$ cat src/rtl/pipe_load_ctrl_if.sv
// Handshake and load-enable bundle between a pipe load controller and its surroundings.
// The perf counter signals exist only when PIPE_LOAD_CTRL_PERF_EN is defined.
interface pipe_load_ctrl_if #(
   parameter int PIPELINE_STAGE = 5,
   parameter int CNT_WIDTH      = 3
);
   logic                      up_valid_i;
   logic                      up_ready_o;
   logic                      down_valid_o;
   logic                      down_ready_i;
   logic                      flush_i;
   logic                      freeze_i;
   logic [PIPELINE_STAGE-1:0] pipeLoad_en_o;
   logic [PIPELINE_STAGE-1:0] stage_valid_o;
   logic [CNT_WIDTH-1:0]      occupancy_o;
   logic                      empty_o;
   logic                      full_o;
`ifdef PIPE_LOAD_CTRL_PERF_EN
   logic [31:0]               stall_cnt_o;
   logic [31:0]               retire_cnt_o;
`endif

   modport master (
      output up_valid_i, down_ready_i, flush_i, freeze_i,
      input  up_ready_o, down_valid_o, pipeLoad_en_o, stage_valid_o,
             occupancy_o, empty_o, full_o
`ifdef PIPE_LOAD_CTRL_PERF_EN
      , input stall_cnt_o, retire_cnt_o
`endif
   );

   modport slave (
      input  up_valid_i, down_ready_i, flush_i, freeze_i,
      output up_ready_o, down_valid_o, pipeLoad_en_o, stage_valid_o,
             occupancy_o, empty_o, full_o
`ifdef PIPE_LOAD_CTRL_PERF_EN
      , output stall_cnt_o, retire_cnt_o
`endif
   );
endinterface

$ cat src/rtl/pipe_load_ctrl.sv
// Valid-tracking load-enable sequencer for a per-stage-enabled pipe register chain, with
// bubble collapse, flush and freeze. Define PIPE_LOAD_CTRL_PERF_EN to add stall/retire counters.
module pipe_load_ctrl #(
   parameter int PIPELINE_STAGE = 5,
   parameter int CNT_WIDTH      = 3
) (
   input  logic            sys_clk,
   input  logic            rst,
   pipe_load_ctrl_if.slave pif
);
   localparam int N = PIPELINE_STAGE;

   logic [N-1:0]         stage_vld;
   logic [N-1:0]         stage_vld_nxt;
   logic [N-1:0]         acc;
   logic [N-1:0]         load_en;
   logic [N-1:0]         leave;
   logic                 active;
   logic                 up_ready;
   logic                 down_valid;
   logic                 in_fire;
   logic                 out_fire;
   logic [CNT_WIDTH-1:0] occ;

   assign active = !rst && !pif.flush_i && !pif.freeze_i;

   // A stage can accept when it, or any stage downstream of it, will free up this cycle.
   always_comb begin : accept_chain
      logic a;
      acc      = '0;
      a        = !stage_vld[N-1] || pif.down_ready_i;
      acc[N-1] = a;
      for (int k = N - 2; k >= 0; k--) begin
         a      = !stage_vld[k] || a;
         acc[k] = a;
      end
   end

   always_comb begin
      load_en = '0;
      leave   = '0;
      if (active) begin
         load_en[0] = pif.up_valid_i && acc[0];
         for (int k = 1; k < N; k++) begin
            load_en[k] = stage_vld[k-1] && acc[k];
         end
         for (int k = 0; k < N - 1; k++) begin
            leave[k] = stage_vld[k] && acc[k+1];
         end
         leave[N-1] = stage_vld[N-1] && pif.down_ready_i;
      end
   end

   assign stage_vld_nxt = load_en | (stage_vld & ~leave);

   assign up_ready   = active && acc[0];
   assign down_valid = active && stage_vld[N-1];
   assign in_fire    = pif.up_valid_i && up_ready;
   assign out_fire   = down_valid && pif.down_ready_i;

   always_ff @(posedge sys_clk) begin
      if (rst || pif.flush_i) begin
         stage_vld <= '0;
         occ       <= '0;
      end else begin
         stage_vld <= stage_vld_nxt;
         if (in_fire && !out_fire) begin
            occ <= occ + CNT_WIDTH'(1);
         end else if (out_fire && !in_fire) begin
            occ <= occ - CNT_WIDTH'(1);
         end
      end
   end

   assign pif.up_ready_o    = up_ready;
   assign pif.down_valid_o  = down_valid;
   assign pif.pipeLoad_en_o = load_en;
   assign pif.stage_valid_o = stage_vld;
   assign pif.occupancy_o   = occ;
   assign pif.empty_o       = (occ == '0);
   assign pif.full_o        = (occ == CNT_WIDTH'(N));

`ifdef PIPE_LOAD_CTRL_PERF_EN
   logic [31:0] stall_cnt;
   logic [31:0] retire_cnt;

   function automatic logic [31:0] sat_inc(input logic [31:0] cnt);
      return (cnt == '1) ? cnt : cnt + 32'd1;
   endfunction

   // Freeze cycles with pending input count as stalls, since upstream is held off.
   always_ff @(posedge sys_clk) begin
      if (rst || pif.flush_i) begin
         stall_cnt  <= '0;
         retire_cnt <= '0;
      end else begin
         if (pif.up_valid_i && !up_ready) begin
            stall_cnt <= sat_inc(stall_cnt);
         end
         if (out_fire) begin
            retire_cnt <= sat_inc(retire_cnt);
         end
      end
   end

   assign pif.stall_cnt_o  = stall_cnt;
   assign pif.retire_cnt_o = retire_cnt;
`endif
endmodule

$ cat src/flat_wrapper.sv
// flat-port wrapper written by rule: the top's interface ports become plain ports
module pipe_load_ctrl_flat 
#(
   parameter int PIPELINE_STAGE = 5,
   parameter int CNT_WIDTH      = 3
)
  (sys_clk, rst, pif_up_valid_i, pif_down_ready_i, pif_flush_i, pif_freeze_i, pif_up_ready_o, pif_down_valid_o, pif_pipeLoad_en_o, pif_stage_valid_o, pif_occupancy_o, pif_empty_o, pif_full_o);
  pipe_load_ctrl_if #(.PIPELINE_STAGE(PIPELINE_STAGE), .CNT_WIDTH(CNT_WIDTH)) pif_i ();
  input  logic sys_clk;
  input  logic rst;
  input wire logic [$bits(pif_i.up_valid_i)-1:0] pif_up_valid_i;
  input wire logic [$bits(pif_i.down_ready_i)-1:0] pif_down_ready_i;
  input wire logic [$bits(pif_i.flush_i)-1:0] pif_flush_i;
  input wire logic [$bits(pif_i.freeze_i)-1:0] pif_freeze_i;
  output wire logic [$bits(pif_i.up_ready_o)-1:0] pif_up_ready_o;
  output wire logic [$bits(pif_i.down_valid_o)-1:0] pif_down_valid_o;
  output wire logic [$bits(pif_i.pipeLoad_en_o)-1:0] pif_pipeLoad_en_o;
  output wire logic [$bits(pif_i.stage_valid_o)-1:0] pif_stage_valid_o;
  output wire logic [$bits(pif_i.occupancy_o)-1:0] pif_occupancy_o;
  output wire logic [$bits(pif_i.empty_o)-1:0] pif_empty_o;
  output wire logic [$bits(pif_i.full_o)-1:0] pif_full_o;
  assign pif_i.up_valid_i = pif_up_valid_i;
  assign pif_i.down_ready_i = pif_down_ready_i;
  assign pif_i.flush_i = pif_flush_i;
  assign pif_i.freeze_i = pif_freeze_i;
  assign pif_up_ready_o = pif_i.up_ready_o;
  assign pif_down_valid_o = pif_i.down_valid_o;
  assign pif_pipeLoad_en_o = pif_i.pipeLoad_en_o;
  assign pif_stage_valid_o = pif_i.stage_valid_o;
  assign pif_occupancy_o = pif_i.occupancy_o;
  assign pif_empty_o = pif_i.empty_o;
  assign pif_full_o = pif_i.full_o;
  pipe_load_ctrl #(.PIPELINE_STAGE(PIPELINE_STAGE), .CNT_WIDTH(CNT_WIDTH)) u_core (.sys_clk(sys_clk), .rst(rst), .pif(pif_i));
endmodule
$ cat config.mk
export PLATFORM = sky130hd
export DESIGN_NAME = pipe_load_ctrl_flat
export DESIGN_NICKNAME = d
export VERILOG_FILES = /design/src/rtl/pipe_load_ctrl_if.sv /design/src/rtl/pipe_load_ctrl.sv /design/src/flat_wrapper.sv
export SDC_FILE = /design/constraint.sdc
export NUM_CORES = 1
export LEC_CHECK = 0
export ABC_AREA = 1
export CAP_MARGIN = 20
export CORE_AREA = 2 2 39 41
export CTS_CLUSTER_SIZE = 28
export DETAILED_ROUTE_END_ITERATION = 8
export DIE_AREA = 0 0 41 43
export DONT_BUFFER_PORTS = 1
export PLACE_DENSITY = 0.56
export SLEW_MARGIN = 10
export SYNTH_ARGS = -nofsm -noshare
export SYNTH_HDL_FRONTEND = slang
export SYNTH_SLANG_ARGS = --single-unit
$ cat constraint.sdc
create_clock -name sys_clk -period 4.9 [get_ports sys_clk]
set_input_delay 0.98 -clock sys_clk [delete_from_list [all_inputs] [get_ports sys_clk]]
set_output_delay 0.98 -clock sys_clk [all_outputs]
set_load 0.1 [all_outputs]
==> results of run 1 <==
==> metal layers <==
metal	routed length (um)	track usage, %
met1	420	14.98
met2	506	19.69
met3	82	8.377
met4	0	6.000
met5	0	0
==> sequential cells by signal, summed over array words and instances (netlist names) <==
name                      cells
u_core.pif.stage_valid_o      5
u_core.pif.occupancy_o        3
==> worst paths after layout <==
| kind | endpoint | depth (start not counted) |
|---|---|---|
| worst max-delay path | pif_pipeLoad_en_o[0] | 5 |
| worst min-delay path | u_core.pif.stage_valid_o[0] | 3 |
| worst max register to register | u_core.pif.occupancy_o[1] | 8 |
| worst min register to register | u_core.pif.stage_valid_o[0] | 3 |
==> worst reg2reg max path, cell delays in order, from the launching register on <==
cell and delay (ns):
dfxtp_1 1.03, inv_1 0.19, nor2_4 0.57, nand2_1 0.17
ha_1 0.23, inv_1 0.09, fa_1 0.40, o21ai_0 0.16
a21oi_1 0.05
==> cell type report <==
class                      instances  area [um^2]
timing repair buffer               5        72.57
fill                             144        775.7
multi-input combinational         38        264.0
inverter                          18        68.82
sequential                         8        160.2
clock buffer                       3        22.52
tap                               16        20.02
==> power breakdown <==
part	total, uW	internal, uW	switching (uW)
sequential	68.0	65.6	2.44
clock	51.5	28.1	23.4
combinational	18.9	4.73	14.2
==> cell families (layout without fill, tap and decap cells) <==
family | after synthesis | after routing | synth area share (%)
flip-flops | 8 | 8 | 33.60
AO/OA/AOI/OAI | 10 | 10 | 11.55
adder cells (fa/ha/maj) | 2 | 2 | 6.824
AND/OR/NAND/NOR | 26 | 26 | 33.60
buffers and inverters | 18 | 26 | 14.43
==> per-stage QoR <==
stage | cells | area [um^2] | power, uW | util, % | hold WS [ns]
after floorplan | 64 | 476.7 | 84.20 | - | 0.9207
after global placement | 85 | 585.6 | 88.35 | 42.31 | 0.7167
after detailed placement | 85 | 585.6 | 88.48 | 42.31 | 0.7204
after CTS | 88 | 608.1 | 141.6 | 43.94 | 0.7285
after global routing | 88 | 608.1 | 146.0 | 43.94 | 0.7504
final | 88 | 608.1 | 138.4 | 43.94 | 0.7303
==> cell usage in the layout (no fill, tap or decap), drive strengths merged <==
cell type	n
nor2	4
o21ai	4
a31oi	1
ha	1
nand2	10
buf	3
clkinv	1
nor3	2
inv	17
a21oi	5
fa	1
clkbuf	5
dfxtp	8
nand3	10
==> results.sh, run 1 <==
export IMPL_outcome="finished clean"
export IMPL_synth_edf_count=0
export IMPL_worstPathCellList="nand3_2 -> nor2_4 -> nand3_1 -> nand3_2 -> inv_1"
export IMPL_reg2reg_slack_ns=1.88
export IMPL_cts_htree_levels=1
export IMPL_die_h_um=43
export IMPL_max_freq_ghz=0.3028
export IMPL_criticalPathCategory="flop to output port"
export IMPL_irDropWorstVdd_uv=84.47
export IMPL_avgSynthCellArea_um2=7.449
export IMPL_core_area_um2=1384
export IMPL_path_clk_slew_ns=0.06
export IMPL_dieArea_um2=1763
export IMPL_tritoncts="built"
export IMPL_synth_seq_cells=8
export IMPL_p_per_area_nw_per_um2=227.6
export IMPL_grt_max_degree=10
export IMPL_netlist_instances=64
export IMPL_synth_seq_area_share_pct=33.60
export IMPL_syn_cell_area_um2=476.7
export IMPL_drc_errors=0
export IMPL_cpPeakStageDelay_ns=1.03
export IMPL_synth_flop_cell="dfxtp_1"
export IMPL_path_max_fanout=5
export IMPL_drive_gt1_share_pct=30.56
export IMPL_relSlewSlack_pct=24.06
export IMPL_syn_to_final_growth_pct=27.56
export IMPL_worst_slack_ns=1.598
export IMPL_cts_sinks=8
export IMPL_worstSetupEndpointType="output port"
export IMPL_grt_setup_unrepaired="no"
export IMPL_gp_congestion=0.6409
export IMPL_min_path_type="flop to flop"
export IMPL_num_rows=14
export IMPL_place_ws_ns=1.722
export IMPL_critPathRequiredTime_ns=3.92
export IMPL_hp_start="u_core.pif.stage_valid_o[0]"
export IMPL_tns_ns=0
export IMPL_die_w_um=41
export IMPL_root_buffer="clkbuf_4"
export IMPL_ys_top_cells_by_count="inv_1 (17), dfxtp_1 (8), nand3_1 (8)"
export IMPL_clk_latency_ns=0.26
export IMPL_setup_viol=0
export IMPL_max_cap_viol_count=0
export IMPL_cp_startpoint="u_core.pif.stage_valid_o[4]"
export IMPL_r2r_start="u_core.pif.stage_valid_o[4]"
export IMPL_io_buffers=0
export IMPL_layout_nets=82
export IMPL_cts_buffers_inserted=3
export IMPL_crit_family="flip-flops"
export IMPL_grt_use_total_pct=13.51
export IMPL_worst_pin_slew_ns=1.138
export IMPL_gr_total_overflow=0
export IMPL_cts_resized=0
export IMPL_vias=415
export IMPL_cpMaxStageDelayCell="dfxtp_1"
export IMPL_wl_per_cell_um=11.47
export IMPL_cp_num_buf_inv=1
export IMPL_synth_top_cells_by_area="dfxtp_1 (34%), inv_1 (13%), nand3_1 (8.4%)"
export IMPL_min_period_over_period_pct=67.39
export IMPL_first_pass_iters=2
export IMPL_hold_viol_final=0
export IMPL_start_util_pct=34.45
export IMPL_wl_um=1009
export IMPL_startpoint_type="flop"
export IMPL_synth_cell_types=17
export IMPL_worstPathArrival_ns=2.32
export IMPL_holdBufCountCts=0
export IMPL_dr_first_iter_drc_count=3
export IMPL_synthArstFlopShare_pct=0
export IMPL_crit_top_cell="nand3_2"
export IMPL_ioPinCount=23
export IMPL_synth_top_area_cell="dfxtp_1"
export IMPL_fin_crit_ns=3.302
export IMPL_cts_path_max_buffers=2
export IMPL_p_leak_uw=0.0002806
export IMPL_yosysTopAreaCellShare_pct=33.60
export IMPL_post_cts_buffers=0
export IMPL_drtAntennaViolNets=0
export IMPL_grt_pass1_vias=411
export IMPL_maxSlewViolCount=0
export IMPL_yosys_warnings=0
export IMPL_post_dp_hpwl_um=803.3
export IMPL_antennaDiodeCount=0
export IMPL_grt_first_pass_wirelength_um=1573
export IMPL_vias_per_cell=4.716
export IMPL_synth_nets=72
export IMPL_yosysMostFrequentCell="inv_1"
export IMPL_antenna_found_initial=0
export IMPL_skew_ns=0.007764
(Power assumes the default switching activity.)
==> run 2: changes to the inputs <==
==> constraint.sdc (replaced) <==
create_clock -name sys_clk -period 3.4 [get_ports sys_clk]
set_input_delay 0.68 -clock sys_clk [delete_from_list [all_inputs] [get_ports sys_clk]]
set_output_delay 0.68 -clock sys_clk [all_outputs]
set_load 0.1 [all_outputs]
==> run 2 against run 1 <==
Effect of this change:
- critical path depth up 1
- hold slack worse by 0.22 ns
- via count up 9.4%
- die area unchanged
- setup slack worse by 0.44 ns
- combinational power up 61%
- sequential power up 39%
- global-route usage down 0.16 points
- non-clock buffer count up 12
- count of clock-buffer cells in the layout unchanged
- largest cell class unchanged
==> results.sh, run 2 (synthesis gave the netlist of run 1 again) <==
export IMPL_outcome="finished clean"
export IMPL_wl_per_cell_um=10.00
export IMPL_p_per_area_nw_per_um2=292.3
export IMPL_tns_ns=0
export IMPL_criticalPathCategory="input port to output port"
export IMPL_tritoncts="built"
export IMPL_wl_um=1000
export IMPL_start_util_pct=34.45
export IMPL_fin_util_pct=48.82
export IMPL_grt_setup_unrepaired="no"
export IMPL_drc_errors=0
export IMPL_min_path_type="flop to flop"
export IMPL_irDropWorstVdd_uv=158.7
export IMPL_post_cts_buffers=0
export IMPL_vias=454
export IMPL_drive_gt1_share_pct=40.48
export IMPL_worstSetupEndpointType="output port"
export IMPL_vias_per_cell=4.540
export IMPL_hold_viol_final=0
export IMPL_die_h_um=43
export IMPL_cts_path_max_buffers=2
export IMPL_first_pass_iters=3
export IMPL_startpoint_type="input port"
export IMPL_grt_first_pass_wirelength_um=1580
export IMPL_worstPathArrival_ns=1.57
export IMPL_cts_sinks=8
export IMPL_maxSlewViolCount=0
export IMPL_grt_use_total_pct=13.35
export IMPL_relSlewSlack_pct=75.83
export IMPL_antenna_found_initial=0
export IMPL_max_freq_ghz=0.4451
export IMPL_core_area_um2=1384
export IMPL_gr_total_overflow=0
export IMPL_skew_ns=0.007731
export IMPL_drtAntennaViolNets=0
export IMPL_die_w_um=41
export IMPL_critPathRequiredTime_ns=2.72
export IMPL_num_rows=14
export IMPL_dr_first_iter_drc_count=9
export IMPL_gp_congestion=0.6400
export IMPL_setup_viol=0
export IMPL_post_dp_hpwl_um=833
export IMPL_root_buffer="clkbuf_4"
export IMPL_largest_reg_flops=5
export IMPL_path_clk_slew_ns=0.05
export IMPL_clk_latency_ns=0.25
export IMPL_worst_pin_slew_ns=0.3625
export IMPL_layout_nets=94
export IMPL_holdBufCountCts=0
export IMPL_io_buffers=0
export IMPL_p_leak_uw=0.0003353
export IMPL_dieArea_um2=1763
export IMPL_grt_pass1_vias=409
export IMPL_syn_to_final_growth_pct=41.73
export IMPL_fin_crit_ns=2.247
export IMPL_path_max_fanout=9
export IMPL_max_cap_viol_count=0
export IMPL_cts_htree_levels=1
export IMPL_ioPinCount=23
export IMPL_grt_max_degree=10
export IMPL_final_cell_mix="inv_1 (17), buf_4 (17), nand3_1 (8), dfxtp_1 (8), nand2_1 (6)"
export IMPL_min_period_over_period_pct=66.08
export IMPL_cts_buffers_inserted=3
export IMPL_cts_resized=0
export IMPL_antennaDiodeCount=0
-- run 2: cell count changes in the layout (fill, tap and decap cells not counted) --
cell and change:
nor3_4 +2, nor3_2 -2, clkbuf_16 -2, buf_4 +14
-- run 2: worst paths after layout --
kind	startpoint	to	slack, ns	cells after the start
worst max-delay path	pif_flush_i	pif_pipeLoad_en_o[2]	1.15	6
worst min-delay path	u_core.pif.stage_valid_o[3]	u_core.pif.stage_valid_o[3]	0.51	2
worst max register to register	u_core.pif.stage_valid_o[0]	u_core.pif.occupancy_o[2]	1.38	11
worst min register to register	u_core.pif.stage_valid_o[3]	u_core.pif.stage_valid_o[3]	0.51	2
-- run 2: cell type report --
class	count	area, um^2
flip-flops and latches	8	160.2
multi-input cells	38	276.5
clock buffers	3	22.52
inverters	18	68.82
repair buffers	17	127.6
fillers	145	708.2
well taps	16	20.02
-- run 2: per-stage QoR --
step / setup slack [ns] / hold slack, ns / area [um^2] / std cells / power, uW
6_report: 1.153 / 0.5142 / 675.6 / 100 / 197.5
5_1_grt: 1.049 / 0.5433 / 675.6 / 100 / 204.4
4_1_cts: 1.137 / 0.5184 / 675.6 / 100 / 200.0
3_5_place_dp: 0.9319 / 0.5118 / 653.1 / 97 / 127.4
3_3_place_gp: 0.9770 / 0.5115 / 653.1 / 97 / 127.2
2_1_floorplan: 0.2047 / 0.8444 / 486.7 / 64 / 121.6
-- run 2: routing by layer --
| layer | share of wire, % | global-route usage, % |
|---|---|---|
| met1 | 41 | 17.11 |
| met2 | 46 | 18.13 |
| met3 | 10 | 3.665 |
| met4 | 2.8 | 10.00 |
| met5 | 0 | 0 |
-- run 2: worst max-delay path: stages --
cell and delay, ns:
nor2_4 0.21, nand2_4 0.11, clkinv_2 0.09, nand3_1 0.12
inv_1 0.08, buf_4 0.28
-- run 2: power by group --
group | internal [uW] | leakage (uW) | switching [uW]
Combinational | 6.48 | 0.000257 | 24.0
Clock | 40.4 | 0.0000138 | 31.9
Sequential | 94.5 | 0.0000645 | 0.241
Total | 141 | 0.000335 | 56.1
==> run 3: changes to the inputs <==
==> constraint.sdc (replaced) <==
create_clock -name sys_clk -period 2.2 [get_ports sys_clk]
set_input_delay 0.44 -clock sys_clk [delete_from_list [all_inputs] [get_ports sys_clk]]
set_output_delay 0.44 -clock sys_clk [all_outputs]
set_load 0.1 [all_outputs]
==> run 3 against run 2 <==
Effect of this change:
- sequential cell count is the same
- global-route usage increased by 1.4 points
- combinational power increased by 69%
- die area is the same
- routed wire length up 4.2%
- non-clock buffer count up 3
- setup slack got worse by 0.89 ns
- clock skew shrank 0.00079 ns
- utilization is 9.0 points higher
- critical endpoint is now u_core.pif.occupancy_o[2]
==> results.sh, run 3 (synthesis gave the netlist of run 1 again) <==
export IMPL_multi_input_area_um2=290.3
export IMPL_clk_latency_ns=0.25
export IMPL_cts_sinks=8
export IMPL_dieArea_um2=1763
export IMPL_num_rows=14
export IMPL_antennaDiodeCount=0
export IMPL_maxSlewViolCount=0
export IMPL_irDropWorstVdd_uv=301.7
export IMPL_p_per_area_nw_per_um2=400.2
export IMPL_holdBufCountCts=0
export IMPL_layout_nets=97
export IMPL_path_max_fanout=3
export IMPL_drive_gt1_share_pct=51.14
export IMPL_largest_reg_flops=5
export IMPL_fin_util_pct=57.78
export IMPL_cts_resized=0
export IMPL_io_buffers=0
export IMPL_wl_per_cell_um=10.02
export IMPL_die_w_um=41
export IMPL_hp_start="pif_up_valid_i"
export IMPL_grt_use_total_pct=14.72
export IMPL_max_cap_viol_count=0
export IMPL_cts_buffers_inserted=3
export IMPL_criticalPathCategory="flop to flop"
export IMPL_core_area_um2=1384
export IMPL_placed_cell_area_um2=773.2
export IMPL_tritoncts="built"
export IMPL_startpoint_type="flop"
export IMPL_wl_um=1042
export IMPL_antenna_found_initial=0
export IMPL_fin_crit_ns=1.933
export IMPL_root_buffer="clkbuf_4"
export IMPL_register_area_um2=168.9
export IMPL_n_fill_cell=122
export IMPL_path_clk_slew_ns=0.06
export IMPL_syn_to_final_growth_pct=67.72
export IMPL_cts_htree_levels=1
export IMPL_start_util_pct=34.45
export IMPL_skew_ns=0.006943
export IMPL_vias_per_cell=4.721
export IMPL_cts_path_max_buffers=2
export IMPL_setup_viol=0
export IMPL_finalInstanceArea_um2=799.5
export IMPL_die_h_um=43
export IMPL_mostFrequentLayoutCell="inv_1"
export IMPL_hold_viol_final=0
export IMPL_dr_first_iter_drc_count=5
export IMPL_worstSetupEndpointType="flop"
export IMPL_gp_congestion=0.6664
export IMPL_ioPinCount=23
export IMPL_worst_pin_slew_ns=0.3320
export IMPL_min_period_over_period_pct=87.85
export IMPL_vias=491
export IMPL_drtAntennaViolNets=0
export IMPL_grt_first_pass_wirelength_um=1628
export IMPL_critPathRequiredTime_ns=2.34
export IMPL_grt_setup_unrepaired="no"
export IMPL_post_dp_hpwl_um=899.3
export IMPL_p_leak_uw=0.0003709
export IMPL_gr_total_overflow=0
export IMPL_final_cell_mix="inv_1 (16), buf_4 (14), nand3_1 (8), buf_12 (6), nand2_1 (5)"
export IMPL_grt_pass1_vias=431
export IMPL_post_cts_buffers=0
export IMPL_min_path_type="input port to flop"
export IMPL_grt_max_degree=9
export IMPL_relSlewSlack_pct=77.87
export IMPL_first_pass_iters=3
export IMPL_drc_errors=0
export IMPL_r2r_start="u_core.pif.stage_valid_o[4]"
export IMPL_cp_startpoint="u_core.pif.stage_valid_o[4]"
export IMPL_max_freq_ghz=0.5174
export IMPL_outcome="finished clean"
export IMPL_worstPathArrival_ns=2.08
==> run 3: final cells by class <==
| class | count | area share [%] |
|---|---|---|
| clock buffer | 4 | 3.286 |
| tap | 16 | 2.504 |
| sequential | 8 | 21.13 |
| inverter | 18 | 8.607 |
| timing repair buffer | 20 | 28.17 |
| multi-input combinational | 38 | 36.31 |
==> run 3: critical path: stages, from the launching register on <==
cell and delay, ns:
dfxtp_4 0.35, nand3_2 0.10, nor2_4 0.04, nand3_1 0.07, nand3_2 0.10, inv_1 0.07
ha_2 0.16, inv_2 0.05, fa_1 0.42, a21oi_1 0.14, o21ai_0 0.11, o21ai_0 0.17
a21oi_1 0.05
==> run 3: through the flow <==
stage	cells	total power (uW)	TNS [ns]	setup slack, ns	hold slack [ns]
after floorplan	64	189.0	-0.6135	-0.2669	0.5972
after global placement	100	201.4	0	0.1322	0.5666
after detailed placement	100	201.7	0	0.07672	0.5804
after CTS	104	325.0	0	0.2429	0.3474
after global routing	104	340.5	0	0.07442	0.3372
final	104	320.0	0	0.2674	0.3503
==> run 3: layer usage <==
metal | wire (um) | share of wire (%) | vias to the layer above | GRT usage, %
met2 | 532 | 51 | 13 | 22.81
met3 | 65 | 6.2 | 2 | 6.283
li1 | - | - | 248 | -
met5 | 0 | 0 | - | 0
met4 | 18 | 1.7 | 0 | 10.00
met1 | 425 | 41 | 228 | 14.98
==> run 3: power breakdown <==
part | switching [uW] | total, uW | internal, uW
clock | 52.4 | 122 | 69.5
combinational | 37.3 | 51.6 | 14.3
sequential | 1.72 | 146 | 145
==> run 3: worst paths after layout <==
kind | depth (start not counted) | slack, ns | to
max | 12 | 0.27 | u_core.pif.occupancy_o[2]
min | 2 | 0.35 | u_core.pif.stage_valid_o[0]
max reg2reg | 12 | 0.27 | u_core.pif.occupancy_o[2]
min reg2reg | 3 | 0.58 | u_core.pif.stage_valid_o[0]
